File: config.mk
export PLATFORM = sky130hd
export DESIGN_NAME = rst_ctrl
export DESIGN_NICKNAME = d
export VERILOG_FILES = /design/src/rtl/rst_ctrl.sv
export SDC_FILE = /design/constraint.sdc
export NUM_CORES = 1
export LEC_CHECK = 0
export ABC_AREA = 1
export CORE_MARGIN = 3
export CORE_UTILIZATION = 45
export CTS_CLUSTER_DIAMETER = 200
export DETAILED_ROUTE_END_ITERATION = 7
export PLACE_DENSITY = 0.67
export SETUP_SLACK_MARGIN = 0.5
export SLEW_MARGIN = 15
export SYNTH_ARGS = -nofsm -noshare
export SYNTH_HDL_FRONTEND = slang
export SYNTH_SLANG_ARGS = --single-unit
export TNS_END_PERCENT = 10
File: constraint.sdc
create_clock -name clk -period 2.2 [get_ports clk]
set_input_delay 0.55 -clock clk [delete_from_list [all_inputs] [get_ports clk]]
set_output_delay 0.55 -clock clk [all_outputs]
set_load 0.01 [all_outputs]
File: src/rtl/rst_ctrl.sv
// Board reset controller: power-on reset, debounced button, short press -> reset pulse, long press -> warm boot.
// Latency: press/release seen 2+DEB_CYCLES edges after the pad; reset pulse starts 1 edge after debounced release.
// Backpressure: none; free-running, every output registered (boot_sel is a constant).
module rst_ctrl #(
    parameter int unsigned POR_CYCLES  = 1024,
    parameter int unsigned DEB_CYCLES  = 12000,
    parameter int unsigned LONG_CYCLES = 24000000,
    parameter int unsigned RST_CYCLES  = 16,
    parameter logic [1:0]  BOOT_IMAGE  = 2'b01
) (
    input  logic       clk,
    input  logic       rst_n,
    input  logic       btn_n,
    output logic       pll_rst,
    output logic       boot_req,
    output logic [1:0] boot_sel,
    output logic       btn_pressed
);

    localparam int unsigned MAX_PL  = (POR_CYCLES > LONG_CYCLES) ? POR_CYCLES : LONG_CYCLES;
    localparam int unsigned MAX_ALL = (MAX_PL > RST_CYCLES) ? MAX_PL : RST_CYCLES;
    localparam int unsigned CW      = $clog2(MAX_ALL) + 1;
    localparam int unsigned DW      = $clog2(DEB_CYCLES) + 1;

    localparam logic [CW-1:0] POR_LAST  = CW'(POR_CYCLES - 1);
    // Leaving PRESS at this count lands in ARMED exactly LONG_CYCLES edges after btn_pressed rose.
    localparam logic [CW-1:0] LONG_LAST = CW'(LONG_CYCLES - 2);
    localparam logic [CW-1:0] RST_LAST  = CW'(RST_CYCLES - 1);
    localparam logic [DW-1:0] DEB_LAST  = DW'(DEB_CYCLES - 1);

    if (DEB_CYCLES < 2) begin : g_chk_deb
        $error("rst_ctrl: DEB_CYCLES must be >= 2");
    end
    if (LONG_CYCLES <= 1) begin : g_chk_long
        $error("rst_ctrl: LONG_CYCLES must be > 1");
    end
    if (RST_CYCLES < 1) begin : g_chk_rst
        $error("rst_ctrl: RST_CYCLES must be >= 1");
    end
    if (POR_CYCLES < 1) begin : g_chk_por
        $error("rst_ctrl: POR_CYCLES must be >= 1");
    end

    typedef enum logic [2:0] {
        S_POR, S_IDLE, S_PRESS, S_RST, S_ARMED, S_BOOT, S_WAIT_REL
    } state_t;

    state_t        state;
    logic [CW-1:0] cnt;
    logic [DW-1:0] deb_cnt;
    logic [1:0]    btn_sync;

    assign boot_sel = BOOT_IMAGE;

    always_ff @(posedge clk or negedge rst_n) begin
        if (!rst_n) begin
            btn_sync    <= 2'b00;
            deb_cnt     <= '0;
            btn_pressed <= 1'b0;
        end else begin
            btn_sync <= {btn_sync[0], ~btn_n};
            if (btn_sync[1] == btn_pressed) begin
                deb_cnt <= '0;
            end else if (deb_cnt == DEB_LAST) begin
                btn_pressed <= ~btn_pressed;
                deb_cnt     <= '0;
            end else begin
                deb_cnt <= deb_cnt + DW'(1);
            end
        end
    end

    always_ff @(posedge clk or negedge rst_n) begin
        if (!rst_n) begin
            state    <= S_POR;
            cnt      <= '0;
            pll_rst  <= 1'b1;
            boot_req <= 1'b0;
        end else begin
            case (state)
                S_POR: begin
                    if (cnt == POR_LAST) begin
                        cnt     <= '0;
                        pll_rst <= 1'b0;
                        state   <= btn_pressed ? S_WAIT_REL : S_IDLE;
                    end else begin
                        cnt <= cnt + CW'(1);
                    end
                end
                S_IDLE: begin
                    if (btn_pressed) begin
                        cnt   <= '0;
                        state <= S_PRESS;
                    end
                end
                S_PRESS: begin
                    // Reaching the long-press length wins over a release on the same edge.
                    if (cnt == LONG_LAST) begin
                        cnt   <= '0;
                        state <= S_ARMED;
                    end else if (!btn_pressed) begin
                        cnt     <= '0;
                        pll_rst <= 1'b1;
                        state   <= S_RST;
                    end else begin
                        cnt <= cnt + CW'(1);
                    end
                end
                S_RST: begin
                    if (cnt == RST_LAST) begin
                        cnt     <= '0;
                        pll_rst <= 1'b0;
                        state   <= btn_pressed ? S_WAIT_REL : S_IDLE;
                    end else begin
                        cnt <= cnt + CW'(1);
                    end
                end
                S_ARMED: begin
                    if (!btn_pressed) begin
                        cnt      <= '0;
                        pll_rst  <= 1'b1;
                        boot_req <= 1'b1;
                        state    <= S_BOOT;
                    end
                end
                S_BOOT: begin
                    pll_rst  <= 1'b1;
                    boot_req <= 1'b1;
                end
                S_WAIT_REL: begin
                    if (!btn_pressed) begin
                        cnt   <= '0;
                        state <= S_IDLE;
                    end
                end
                default: begin
                    cnt      <= '0;
                    pll_rst  <= 1'b1;
                    boot_req <= 1'b0;
                    state    <= S_POR;
                end
            endcase
        end
    end

endmodule
### Word-level counts from Yosys, hierarchy flattened

Cells that the tools add are included.

| storage, ports and cells | value |
|---|---|
| output and inout bits | 5 |
| logic and storage cells | 68 |
| latch bits | 0 |
| input port bits | 3 |
| bits in read-only memories | 0 |
| register bits | 49 |
| bits in writable memories | 0 |
| memories kept | 0 |

| cells by class | value |
|---|---|
| reductions and logical operators | 9 |
| equality and inequality tests | 19 |
| multiply operators | 0 |
| bitwise gates (word level) | 6 |
| shift operators | 0 |
| add/sub/neg operators | 2 |
| muxes and demuxes | 25 |
| div/mod/pow operators | 0 |
| $lt $le $gt $ge | 0 |

Operator list:

| cell | number |
|---|---|
| $mux W26 | 6 |
| $pmux W26 S6 | 1 |
| $mux W15 | 2 |
| $add A26 B1 Y26 const B | 1 |
| $eq A26 B10 Y1 const B | 1 |
| $eq A26 B25 Y1 const B | 1 |
| $eq A26 B4 Y1 const B | 1 |
| $mux W3 | 8 |
| $pmux W3 S7 | 1 |
| $add A15 B1 Y15 const B | 1 |
| $eq A15 B14 Y1 const B | 1 |
| $ne A2 B2 Y1 const B | 7 |
| $eq A3 B3 Y1 const B | 3 |
| $reduce_and A7 Y1 | 1 |
| $eq A3 B2 Y1 const B | 2 |
| $not A1 Y1 | 6 |
| $mux W1 | 5 |
| $pmux W1 S5 | 1 |
| $reduce_or A5 Y1 | 1 |
| $reduce_and A2 Y1 | 2 |
| $reduce_and A4 Y1 | 1 |
| $reduce_or A2 Y1 | 2 |
| $eq A3 B1 Y1 const B | 1 |
| $logic_not A3 Y1 | 1 |
| other kinds (4) | 4 |

### Depth between registers and ports, before layout

| depth | value |
|---|---|
| word-level depth | 4 |
| mapped depth | 12 |

### Worst setup path after synthesis

OpenSTA, ideal clock, no wires.

| timing | value |
|---|---|
| path kind | reg2reg |
| start point | register cnt[0] |
| end point | register cnt[7] |
| buffers on the path | 1 |
| slack | 551 ps |
| cell stages (with the launch flop) | 12 |
| data arrival time | 1528 ps |
| path through | dfrtp_1 > inv_1 > ha_1 > nand2_1 > nand3b_1 > nor2_1 > nand2_1 > nand3_1 > nand3_4 > inv_6 > buf_8 > nor2_1 |

| between the ends | value |
|---|---|
| longest elaborated chain between the ends | 4 |
| elaborated cells on any way between the ends | 9 |
| classes of those cells | add/sub: 1; eq/ne: 3; mux: 5 |

Ends and longest elaborated chain:

| element | RTL line | text |
|---|---|---|
| start, declared | 49 | `logic [CW-1:0] cnt;` |
| start signal, assigned | 87 | `cnt <= cnt + CW'(1);` |
| start signal, assigned | 106 | `cnt <= cnt + CW'(1);` |
| start signal, assigned | 115 | `cnt <= cnt + CW'(1);` |
| $add A26 B1 Y26 | 87, 106, 115 |  |
| $mux W26 | 101 | `end else if (!btn_pressed) begin` |
| $mux W26 | 98 | `if (cnt == LONG_LAST) begin` |
| $pmux W26 S6 (*) | 80 | `case (state)` |

Mark *: on every way between the ends. The rest lies on a longest branch, timed or not.
A chain may end at the register's enable or synchronous reset.

### Final worst setup path

| timing | value |
|---|---|
| start point | register boot_req |
| end point | output port boot_req |

RTL lines:

| element | RTL line | text |
|---|---|---|
| start, declared | 15 | `output logic boot_req,` |
| start signal, assigned | 78 | `boot_req <= 1'b0;` |
| start signal, assigned | 122 | `boot_req <= 1'b1;` |
| start signal, assigned | 128 | `boot_req <= 1'b1;` |

No word-level cell between the ends.

==> metrics.md <==
| Metric | Value |
|---|---|
| Slowest-stage cell, CP | clkdlybuf4s50_1 |
| Element type at the critical path start | flop |
| WP data required | between 1.5 and 2 ns |
| Synth area leaders | dfrtp_1 38%, nand2_1 13%, nor2_1 11% |
| Vias | 2931 |
| Hold Path Class | input pin to asynchronous set/reset pin |
| Drt pass-1 iters | 5 |
| Fraction of layout cells with a size suffix above 1 | 0.09298 |
| Nets | 489 |
| First-pass GRT wire length | between 10 and 15 mm |
| Hold-fix buffers, CTS | 0 |
| Routed Antenna Nets | 0 |
| First DRT Iteration DRCs | between 150 and 200 |
| Number of global-route vias before repair | 2724 |
| Gpl congestion | 0.8820 |
| Final setup viols | 0 |
| Synth cell count leaders | 112 x nand2_1, 95 x nor2_1, 74 x inv_1, 48 x dfrtp_1, 34 x nand3_1 |
| Clock sink count | between 40 and 50 |
| FP Rows | 29 |
| Largest net degree at the start of global routing | 50 |
| Worst Reg-to-Reg Cells | 10 |
| Post-route setup TNS | 0 ns |
| P per Cell Area | 421.7 nW/µm² |
| Mapped Area | between 3000 and 4000 µm² |
| Avg Synthesized Cell Area | 6.758 µm² |
| CTS tree | built |
| Synthesized instance count | 466 |
| Fill cells | 655 |
| Worst r2r src | cnt[0] |
| Layout Skew | 0.008938 ns |
| Antenna violations before repair | 0 |
| Worst setup EP type | primary output |
| Initial Utilization | 0.4795 |
| Core ar. | 6568 µm² |
| Final hold violation count | 0 |
| Cells along the critical path | clkdlybuf4s50_1 |
| Die Ht | 89.66 µm |
| Top cell type's share of synthesized area | 0.3814 |
| Clock slew at reported path FFs | around 0.09 ns |
| DRC viols | 0 |
| Ports | 8 |
| Max incr delay on CP | around 0.54 ns |
| CTS max path bufs | 2 |
| Critical path peak fanout | 2 |
| Die X | 89.66 µm |
| Overflow after GRT | 0 |
| EDFF count, synth | 0 |
| TritonCTS buffer count | 5 |
| Skew-Pair Late Insertion Delay | 0.31 ns |
| Count leader, synth | nand2_1 |
| Port Buf Inserts | 5 |
| Type of the worst setup path | flop to primary output |
| Bufs and invs on worst path | 1 |
| Post-synth cell types | 32 |
| Pins over their slew limit | 0 |
| Worst Setup SP | boot_req |
| Min Tclk post-route | 1.759 ns |
| RSZ-0062 raised after global routing | yes |
| Die ar. | 8038 µm² |
| WP depth | 1 |
| Area grow syn2layout | 11.44% |
| Mean routed wirelength per cell | 12.47 µm |
| Root Driver | clkbuf_8 |
| H-Tree Depth | 2 |
| Synthesized flop and latch total | 49 |
| Fmax | 568.6 MHz |
| Critical path arrival | 1.21 ns |
| Worst vdd ir | ~0.38 mV |
| Total power | 1.480 mW |
| Via-per-instance ratio | between 5 and 6 |
| Leak pwr | about 1.7 nW |
| Post-DP HPWL | 5.316 mm |
| Hold_ws | 0.2143 ns |
| Syn_nets | roughly 470 |
| # Max-Cap Violations | 0 |
| GRT Util Overall | 0.1909 |
| Kind of cell adding the most delay to the critical path | buffers and inverters |
| Fraction of registers with async set/reset | 1.000 |
| Period utilisation layout | 0.7994 |
| N_diodes | 0 |
| Post-synth top area cell | dfrtp_1 |
| Ys flop type | dfrtp_1 |
| Total Wirelength | 7.194 mm |
| Syn. warnings | 0 |
| Register area share after synthesis | 0.3897 |
| Status | completed |
## registers in the layout, summed over array words and instances, names as in the netlist
signal,cells
boot_req,1
btn_pressed,1
btn_sync,2
cnt,26
deb_cnt,15
pll_rst,1
state,3
## per-stage QoR
step,setup slack (ns),utilization,area (µm²),cells
global route,0.3276,0.5344,3510,577
floorplan,0.5509,-,3149,466
CTS,0.2636,0.5157,3387,568
global placement,0.4060,0.5026,3301,560
detailed placement,0.3404,0.5026,3301,560
finish,0.4413,0.5344,3510,577
## what timing repair did
item,4_1_cts,5_1_grt
buffers inserted,0,8
endpoints found under the setup margin,28,42
pin swaps,0,2
endpoints found under the hold margin,0,0
cloned,0,1
resized for setup,2,16
## power by group
part           switching, mW  total, mW  internal [mW]
clock network          0.309      0.529          0.220
registers            0.00412      0.910          0.906
logic                 0.0289     0.0406         0.0117
total                  0.342       1.48           1.14
## path summary, 6_finish.rpt
kind,to,slack [ns]
setup / recovery,boot_req,0.44
hold / removal,cnt[21],0.21
setup reg to reg,pll_rst,0.46
hold reg to reg,btn_sync[1],0.36
max in group asynchronous,pll_rst,1.71
min in group clk,btn_sync[1],0.36
## cell usage in the layout, fill, tap and decap left out, types with 4 or more instances in the layout
master	netlist	final
nor3_1	10	10
inv_1	74	74
nand4_1	23	23
nor2_1	95	89
a21oi_1	5	5
nor2_2	1	6
o21ai_0	12	12
nand3_1	34	33
clkbuf_8	0	5
buf_4	2	11
nand2_1	112	112
dfrtp_1	48	45
xnor2_1	4	4
xor2_1	12	12
## cell type report
| cell class | count | area (µm²) | share of cell area |
|---|---|---|---|
| inverter | 76 | 297.8 | 0.08485 |
| timing repair buffer | 17 | 148.9 | 0.04242 |
| clock buffer | 5 | 68.82 | 0.01961 |
| clock inverter | 3 | 17.52 | 0.004991 |
| sequential | 49 | 1231 | 0.3508 |
| multi-input combinational | 334 | 1629 | 0.4642 |
| tap | 93 | 116.4 | 0.03316 |
## cells by family (layout without fill, tap and decap cells)
group           after synthesis  count (layout)  synth area share
xor+xnor                     16              16           0.04450
compound gates               22              22           0.04132
fa+ha+maj                     3               3           0.01192
flops                        49              49            0.3898
other cells                   2               2          0.002385
buf+inv                      84             101            0.1089
simple gates                290             291            0.4013
## layer usage
layer / GRT usage / share of wire
met5: 0 / 0
met4: 0.06360 / 0.015
met3: 0.02920 / 0.046
met2: 0.3138 / 0.47
met1: 0.2573 / 0.47
(Power assumes the default switching activity.)
